**src/rtl/branch_predictor.sv**
```systemverilog
// IF-stage dynamic branch predictor: 2-bit saturating counters indexed by PC,
// B-type target generation, IF/ID prediction register and resolution statistics.
module branch_predictor #(
  parameter int unsigned ADDR_W     = 64,
  parameter int unsigned INDEX_BITS = 6,
  parameter logic [1:0]  INIT_STATE = 2'b01
) (
  input  logic              clk,
  input  logic              arst_n,
  input  logic              enable,
  input  logic              flush,
  input  logic [ADDR_W-1:0] fetch_pc,
  input  logic [31:0]       fetch_instr,
  output logic              pred_taken_if,
  output logic [ADDR_W-1:0] pred_target_if,
  output logic              branch_taken_id,
  input  logic              upd_valid,
  input  logic [ADDR_W-1:0] upd_pc,
  input  logic              upd_taken,
  input  logic              upd_pred,
  output logic [31:0]       branch_cnt,
  output logic [31:0]       mispredict_cnt
);

  localparam int unsigned ENTRIES  = 1 << INDEX_BITS;
  localparam int unsigned IDX_LSB  = 2;
  localparam int unsigned IDX_MSB  = INDEX_BITS + 1;
  localparam int unsigned IMM_W    = 13;
  localparam logic [6:0]  OP_BRANCH = 7'b1100011;
  localparam logic [31:0] CNT_MAX   = 32'hFFFF_FFFF;

  logic [1:0]            ctr_q [ENTRIES];
  logic [1:0]            ctr_d [ENTRIES];
  logic                  branch_taken_id_q, branch_taken_id_d;
  logic [31:0]           branch_cnt_q, branch_cnt_d;
  logic [31:0]           mispredict_cnt_q, mispredict_cnt_d;

  logic                  is_branch;
  logic [IMM_W-1:0]      imm13;
  logic [ADDR_W-1:0]     imm;
  logic [INDEX_BITS-1:0] fetch_idx;
  logic [INDEX_BITS-1:0] upd_idx;
  logic                  upd_fire;

  // Bits outside the index window and the non-immediate instruction fields carry no information here.
  logic unused_bits;
  assign unused_bits = ^{upd_pc[ADDR_W-1:IDX_MSB+1], upd_pc[IDX_LSB-1:0], fetch_instr[24:12]};

  assign fetch_idx = fetch_pc[IDX_MSB:IDX_LSB];
  assign upd_idx   = upd_pc[IDX_MSB:IDX_LSB];
  assign upd_fire  = upd_valid & enable;

  // B-type decode, target adder (wraps modulo 2^ADDR_W) and zero-latency prediction.
  always_comb begin
    is_branch      = (fetch_instr[6:0] == OP_BRANCH);
    imm13          = {fetch_instr[31], fetch_instr[7], fetch_instr[30:25], fetch_instr[11:8], 1'b0};
    imm            = {{(ADDR_W-IMM_W){imm13[IMM_W-1]}}, imm13};
    pred_target_if = fetch_pc + imm;
    pred_taken_if  = is_branch & ctr_q[fetch_idx][1];
  end

  // Next state: counter training, IF/ID prediction copy and saturating statistics.
  always_comb begin
    ctr_d             = ctr_q;
    branch_taken_id_d = branch_taken_id_q;
    branch_cnt_d      = branch_cnt_q;
    mispredict_cnt_d  = mispredict_cnt_q;

    if (enable) begin
      branch_taken_id_d = flush ? 1'b0 : pred_taken_if;
    end

    if (upd_fire) begin
      if (upd_taken) begin
        if (ctr_q[upd_idx] != 2'b11) ctr_d[upd_idx] = ctr_q[upd_idx] + 2'(1);
      end else begin
        if (ctr_q[upd_idx] != 2'b00) ctr_d[upd_idx] = ctr_q[upd_idx] - 2'(1);
      end
      if (branch_cnt_q != CNT_MAX) branch_cnt_d = branch_cnt_q + 32'(1);
      if ((upd_taken != upd_pred) && (mispredict_cnt_q != CNT_MAX)) begin
        mispredict_cnt_d = mispredict_cnt_q + 32'(1);
      end
    end
  end

  // State registers; reset discards all training immediately.
  always_ff @(posedge clk or negedge arst_n) begin
    if (!arst_n) begin
      for (int i = 0; i < int'(ENTRIES); i++) ctr_q[i] <= INIT_STATE;
      branch_taken_id_q <= 1'b0;
      branch_cnt_q      <= 32'd0;
      mispredict_cnt_q  <= 32'd0;
    end else begin
      ctr_q             <= ctr_d;
      branch_taken_id_q <= branch_taken_id_d;
      branch_cnt_q      <= branch_cnt_d;
      mispredict_cnt_q  <= mispredict_cnt_d;
    end
  end

  assign branch_taken_id = branch_taken_id_q;
  assign branch_cnt      = branch_cnt_q;
  assign mispredict_cnt  = mispredict_cnt_q;

endmodule
```
**config.mk**
```make
export PLATFORM = sky130hd
export DESIGN_NAME = branch_predictor
export DESIGN_NICKNAME = d
export VERILOG_FILES = /design/src/rtl/branch_predictor.sv
export SDC_FILE = /design/constraint.sdc
export NUM_CORES = 1
export LEC_CHECK = 0
export BUFFER_PORTS_ARGS = -buffer_cell sky130_fd_sc_hd__buf_2
export CAP_MARGIN = 20
export CORE_ASPECT_RATIO = 2
export CORE_MARGIN = 3
export CORE_UTILIZATION = 35
export CTS_BUF_LIST = sky130_fd_sc_hd__clkbuf_4
export DETAILED_ROUTE_END_ITERATION = 7
export MAX_ROUTING_LAYER = met4
export PLACE_DENSITY_LB_ADDON = 0.3
export SLEW_MARGIN = 0
export SYNTH_ARGS = -nofsm -noshare
export SYNTH_HDL_FRONTEND = slang
export SYNTH_SLANG_ARGS = --single-unit
```
**constraint.sdc**
```tcl
create_clock -name clk -period 5.4 [get_ports clk]
set_input_delay 1.35 -clock clk [delete_from_list [all_inputs] [get_ports clk]]
set_output_delay 1.35 -clock clk [all_outputs]
set_load 0.005 [all_outputs]
```
# Yosys cells after proc, flatten, opt, wreduce, memory -nomap -nowiden
# Index checks and enable logic that the tools add are counted.
[word_totals] ff_bits=193 inputBits=167 elab_cells=106
[op_classes] add_sub_neg=5 order_cmp=3 eq_ne=6 muxes=14 n_bitwise=4 reduce_logical=7
[op_table] op="$mux 128" n=3
[op_table] op="$bwmux 128" n=2
[op_table] op="$add 32x1->32 const B" n=2
[op_table] op="$add 64x64->64" n=1
[op_table] op="$ne 32x32->1 const B" n=2
[op_table] op="$bmux 2 s6" n=2
[op_table] op="$ge 7x7->1 const B" n=2
[op_table] op="$not 6->7" n=2
[op_table] op="$demux 2 s6" n=1
[op_table] op="$mux 2" n=5
[op_table] op="$eq 7x7->1 const B" n=1
[op_table] op="$lt 7x1->1 const B" n=1
[op_table] op="$reduce_and 2->1" n=2
[op_table] op="$reduce_bool 2->1" n=2
[op_table] op="$reduce_and 3->1" n=1
[op_table] op="$add 2x1->2 const B" n=1
[op_table] op="$and 1x1->1" n=2
[op_table] op="$logic_and 1x1->1" n=2
[op_table] op="$ne 2x1->1 const B" n=1
[op_table] op="$ne 2x2->1 const B" n=1
[op_table] op="$sub 2x1->2 const B" n=1
[op_table] op="$mux 1" n=1
[op_table] op="$ne 1x1->1" n=1

# Longest topological paths before layout
# Gate-level depths: netlist of the first run.
[logic_depth] depth_word=8 mapped_depth=17 mapped_depth_nobuf=14

# Least setup slack after synthesis of the first run
# OpenSTA, ideal clock, no wires.
[synth_timing] path_kind="input -> output" start="input fetch_pc[1]" end="output pred_target_if[57]" t_arrival_ns=3.713 t_required_ns=4.050 path_slack_ns=0.337 path_stages=12 cell_sequence="ha_1 -> fa_1 -> a21oi_1 -> nor2_1 -> o311ai_1 -> a41oi_1 -> a211oi_1 -> or3_1 -> o211ai_2 -> a21boi_1 -> o21ai_1 -> xor2_1"
[synth_via] elab_chain_len=1
[synth_rtl] element="start, declared" line="12" rtl="input logic [ADDR_W-1:0] fetch_pc,"
[synth_rtl] element="$add 64x64->64" line="58" rtl="pred_target_if = fetch_pc + imm;"
[synth_rtl] element="end, declared" line="15" rtl="output logic [ADDR_W-1:0] pred_target_if,"
# Every way passes these cells.

# Worst setup path after layout of the first run
[layout_timing] start="input fetch_pc[10]" end="output pred_target_if[60]"
# Same word-level chain as after synthesis.

==> flow_summary.toml, run 1 <==
[yosys]
synthAdderAreaFrac = 0.0663
ys_types = 71
syn_avg_cell_area_um2 = 8.83
synth_top_family_by_area = "compound AO/OA/AOI/OAI gates"
yosys.area_share.simple = 0.192
synthXorXnorAreaFrac = 0.0851
synth.largest_area_cell = "dfrtp_1"
ys.warnings.count = 0
yosysSeqAreaShare = 0.385
synth_area_um2 = 12800
ys.flop_type = "dfrtp_1"
synth_compound_area_frac = 0.204
synthTopCellsByArea = "dfrtp_1, dfstp_2, nand2_1"
ys_ff_latch = 193
ys_top_cells_by_count = "nand2_1, o21ai_0, dfrtp_1"
synth_top_area_share = 0.253
synthMuxAreaShare = 0.0404
synth.most_common_cell = "nand2_1"
syn_inst = 1446
ys_async_sr_fraction = 1.00
syn_nets = 1680
synth-edff-count = 0

[run_status]
violations = "setup timing"
outcome = "complete, but fails checks"

[critical_path]
rr_startpoint = "ctr_q[19]$_DFFE_PN0P_"
critPathMaxFanout = 4
cp_slowest_cell = "a2111oi_4"
critPathLaunch = "fetch_pc[10]"
cp.arrival_ns = 4.13
cp_data_required_time_ns = 4.05
cp-end-kind = "primary output"
critPathKind = "input port to primary output"
start_kind = "input port"
path_cells = "buf_6 -> ha_4 -> buf_4 -> o21ai_0 -> nor2_1 -> nor2_2 -> a2111oi_4 -> buf_4 -> o211a_1 -> o21ai_1 -> buf_4 -> o21a_1 -> o21ai_2 -> a21oi_2 -> xnor2_2 -> buf_2"
cpPeakStageDelay_ns = 0.37
cpMostUsedCell = "buf_4"

[layout]
drive_gt1_frac = 0.382
syn_to_final_growth_pct = 37.6
fin_util = 0.489
final_net_count = 2113

[clock_network]
clk_pin_slew_worst_paths_ns = 0.15
cts_root_buffer = "clkbuf_4"
clk_latency_ns = 0.63
cts_made_buffers = 17
cts_sinks = 193
ctsLongestPathBuffers = 2
cts_tree = "yes"
htreeDepth = 4

[global_route]
grt_overflow = 0
grt_pass1_vias = 13500
track_usage = 0.251
grt_pass1_wl_um = 74100
antenna_found_initial = 4
grt_max_degree = 101

[timing]
finalSetupViolCount = 5
fin_crit_sh = 1.01
slew_headroom = 0.341
tightest_slew_ns = 0.980
rsz0062_at_grt = "yes"
max_freq_ghz = 0.183
hold_viol_final = 0
maxSlewViolCount = 0
fin_crit_ns = 5.48
fin_skew_ns = 0.0358
setup_ws_ns = -0.0774

[placed_design]
gp_congestion = 1.01
dp_hpwl_um = 36800
port_buffers = 223

[floorplan]
dieArea_um2 = 38900
core_um2 = 35900
die_h_um = 276
io_pins = 297
die_x_um = 141
initial_utilization = 0.355
num_rows = 98

[detailed_routing]
drt_wl_total_um = 48300
vias = 12900
drc = 0
wl_per_cell_um = 20.6
ant_nets = 0
drtPass1Iterations = 6
vias_per_cell = 5.51
drt_iter0_drc = 698

[power_and_ir_drop]
peakVddDrop_uv = 176
leakage_nw = 7.90
power_mw = 4.08
powerDensity_nw_per_um2 = 232

[min_path]
worstHoldPathType = "register to register"

[flow_run]
drv_cap = 0
cells by family after synthesis:
group / after synthesis
AOI/OAI and AO/OA: 427
xor gates and xnor gates: 124
adders and majority gates: 67
buffers and inverters: 79
DFF: 193
muxes: 25
and+or+nand+nor: 531
timing repair:
action                                  in CTS  in global routing
resized for setup                          121                 58
setup buffers                               19                 12
gates cloned                                 3                  0
endpoints found under the setup margin      21                 17
pin swaps                                   59                 55
hold buffers                                 0                  0
routing by layer:
layer,global-route usage,part of all wire,up-vias
li1,-,-,6118
met1,0.233,0.32,6145
met2,0.467,0.55,492
met3,0.0353,0.047,182
met4,0.167,0.079,0
met5,-,0,-
critical path: cells and delay by family:
kind	cells	cell delay (ns)
AOI/OAI and AO/OA	7	1.27
xor gates and xnor gates	1	0.17
and+or+nand+nor	2	0.37
adders and majority gates	1	0.26
buffers and inverters	5	0.71
metrics by stage:
stage                     hold slack, ns  setup TNS [ns]  area (um2)  worst slack, ns  cells
after global placement             0.466           -3.03       15900           -0.374   2280
final                              0.492          -0.188       17600          -0.0774   2347
after detailed placement           0.473           -3.22       15900           -0.394   2280
after floorplan                    0.458               0       12800            0.337   1446
after global routing               0.509           -1.12       17600           -0.307   2346
after CTS                          0.493         -0.0886       17200          -0.0389   2330
cell type report:
type | count | area [um2]
fill | 3423 | 18400
multi-input combinational | 1174 | 8420
inverter | 18 | 67.6
antenna | 5 | 12.5
tap | 450 | 563
sequential | 193 | 4910
clock inverter | 14 | 191
timing repair buffer | 475 | 3270
clock buffer | 18 | 135
worst paths after layout:
path | slack, ns | end | cells past startpoint
setup / recovery | -0.08 | pred_target_if[60] | 16
hold / removal | 0.49 | register | 2
setup reg to reg | 1.85 | ctr_q[79]$_DFFE_PN0P_ | 13
hold reg to reg | 0.49 | register | 2
max in group asynchronous | 3.58 | branch_cnt[12]$_DFFE_PN0P_ | 2
min in group asynchronous | 0.76 | ctr_q[31]$_DFFE_PN0P_ | 1
power by group:
part	switching (mW)	internal, mW
clock network	0.561	0.306
logic	0.781	0.692
registers	0.136	1.61
layout by cell type (no fill, tap or decap), drive strengths merged, types with 8 or more instances in the layout:
| cell | instances |
|---|---|
| and3 | 18 |
| nor2 | 63 |
| a21oi | 76 |
| xnor2 | 72 |
| a22oi | 33 |
| nand4 | 35 |
| a211oi | 9 |
| nand2b | 9 |
| clkbuf | 19 |
| a21o | 36 |
| buf | 474 |
| o21bai | 10 |
| inv | 24 |
| nor3 | 25 |
| nand2 | 286 |
| nor4 | 9 |
| o22ai | 34 |
| or3 | 9 |
| nand3 | 36 |
| mux4 | 21 |
| o41ai | 8 |
| o21ai | 175 |
| xor2 | 52 |
| nor2b | 8 |
| ha | 66 |
| dfstp | 64 |
| dfrtp | 129 |
Power figures use the tool's default switching activity.
==> run 2, diff against run 1 <==
--- a/config.mk
+++ b/config.mk
@@ -9,7 +9,7 @@
 export CAP_MARGIN = 20
 export CORE_ASPECT_RATIO = 2
 export CORE_MARGIN = 3
-export CORE_UTILIZATION = 35
+export CORE_UTILIZATION = 30
 export CTS_BUF_LIST = sky130_fd_sc_hd__clkbuf_4
 export DETAILED_ROUTE_END_ITERATION = 7
 export MAX_ROUTING_LAYER = met4
==> flow_summary.toml, run 2 (same netlist as run 1, synthesis figures left out) <==
[power_and_ir_drop]
power_mw = 4.11
peakVddDrop_uv = 258
powerDensity_nw_per_um2 = 230
leakage_nw = 8.05

[detailed_routing]
drt_iter0_drc = 818
drtPass1Iterations = 7
vias_per_cell = 5.30
wl_per_cell_um = 20.1
vias = 13100
drc = 0
ant_nets = 0
drt_wl_total_um = 49500

[timing]
slew_headroom = 0.357
maxSlewViolCount = 0
fin_crit_ns = 5.48
rsz0062_at_grt = "yes"
max_freq_ghz = 0.182
fin_crit_sh = 1.02
tightest_slew_ns = 0.960
hold_viol_final = 0
setup_ws_ns = -0.0840
fin_skew_ns = 0.0378
finalSetupViolCount = 5

[flow_run]
drv_cap = 0

[clock_network]
cts_made_buffers = 17
cts_sinks = 193
htreeDepth = 4
ctsLongestPathBuffers = 2
cts_root_buffer = "clkbuf_4"
clk_latency_ns = 0.65
cts_tree = "yes"
clk_pin_slew_worst_paths_ns = 0.16
cts_hold_buf = 0

[layout]
drive_gt1_frac = 0.386
final_area_um2 = 17900
mostFrequentLayoutCells = "nand2_1, buf_4, buf_2"
final_net_count = 2147
layout_commonest_cell = "nand2_1"
fin_util = 0.426
multi_input_area_um2 = 8400
syn_to_final_growth_pct = 39.9
n_fill_cell = 4237
seq_area_um2 = 4910

[critical_path]
critPathKind = "input port to primary output"
critPathMaxFanout = 8
cp.arrival_ns = 4.13
cp_data_required_time_ns = 4.05
cp-end-kind = "primary output"
start_kind = "input port"

[floorplan]
io_pins = 297
initial_utilization = 0.305
num_rows = 106
dieArea_um2 = 45200
core_um2 = 41900
die_x_um = 152
die_h_um = 298

[global_route]
grt_pass1_vias = 13400
antenna_found_initial = 2
grt_max_degree = 100
track_usage = 0.216
grt_pass1_wl_um = 74800
grt_overflow = 0

[placed_design]
gp_congestion = 0.950
port_buffers = 223
dp_slack_ns = -0.803
placed_area_um2 = 16300
dp_hpwl_um = 38700

[run_status]
violations = "setup timing"
outcome = "complete, but fails checks"

[min_path]
worstHoldPathType = "register to register"
-- run 2: changes by cell type in the layout (fill, tap and decap cells not counted), moves of 5 or more --
cell / before / now
o21ai_2: 11 / 6
buf_4: 236 / 265
buf_6: 17 / 26
ha_1: 31 / 36
-- run 2: per-layer routing --
metal / vias up / global-route usage / part of all wire
met5: - / - / 0
met4: 0 / 0.131 / 0.072
met3: 185 / 0.0297 / 0.046
met2: 494 / 0.413 / 0.56
met1: 6221 / 0.199 / 0.33
li1: 6180 / - / -
-- run 2: stage by stage --
stage               instances  hold slack [ns]  setup TNS, ns
global placement         2413            0.465          -9.09
finish                   2468            0.489         -0.232
global route             2468            0.513          -1.53
floorplan                1446            0.458              0
CTS                      2449            0.493         -0.673
detailed placement       2413            0.473          -9.84
-- run 2: repair_timing --
action	in CTS	in global routing
endpoints found under the setup margin	31	26
pin swaps	57	57
setup buffers	8	18
gates cloned	0	1
gates resized for setup	98	95
-- run 2: path summary, 6_finish.rpt --
path                                 start                         end  slack (ns)  cells past startpoint
max                        fetch_instr[31]          pred_target_if[61]       -0.08                     16
min                               register                    register        0.49                      2
max reg2reg                       register       ctr_q[19]$_DFFE_PN0P_        2.04                     12
min reg2reg                       register                    register        0.49                      2
max in group asynchronous           arst_n  branch_cnt[26]$_DFFE_PN0P_        3.46                      2
min in group asynchronous           arst_n       ctr_q[87]$_DFFE_PN0P_        0.77                      1
-- run 2: final cells by class --
type | count | area share
clock buffer | 18 | 0.00757
antenna | 2 | 0.000280
sequential | 193 | 0.275
timing repair buffer | 509 | 0.195
inverter | 18 | 0.00378
tap | 540 | 0.0378
clock inverter | 14 | 0.00981
multi-input combinational | 1174 | 0.470
-- run 2: power by group --
part	switching, mW	internal [mW]	leakage, nW	total [mW]
clock network	0.561	0.298	0.160	0.859
logic	0.791	0.712	5.47	1.50
registers	0.138	1.61	2.42	1.75
-- run 2: critical path, cell delays in order --
cell and delay [ns]:
buf_16 0.13, buf_12 0.15, buf_6 0.12, ha_4 0.26
nand4_1 0.16, or3_4 0.41, nor2_4 0.12, a211oi_4 0.08
or3_4 0.37, o211ai_2 0.17, buf_6 0.16, buf_6 0.10
a21oi_4 0.05, a21oi_2 0.19, xor2_1 0.16, buf_2 0.13
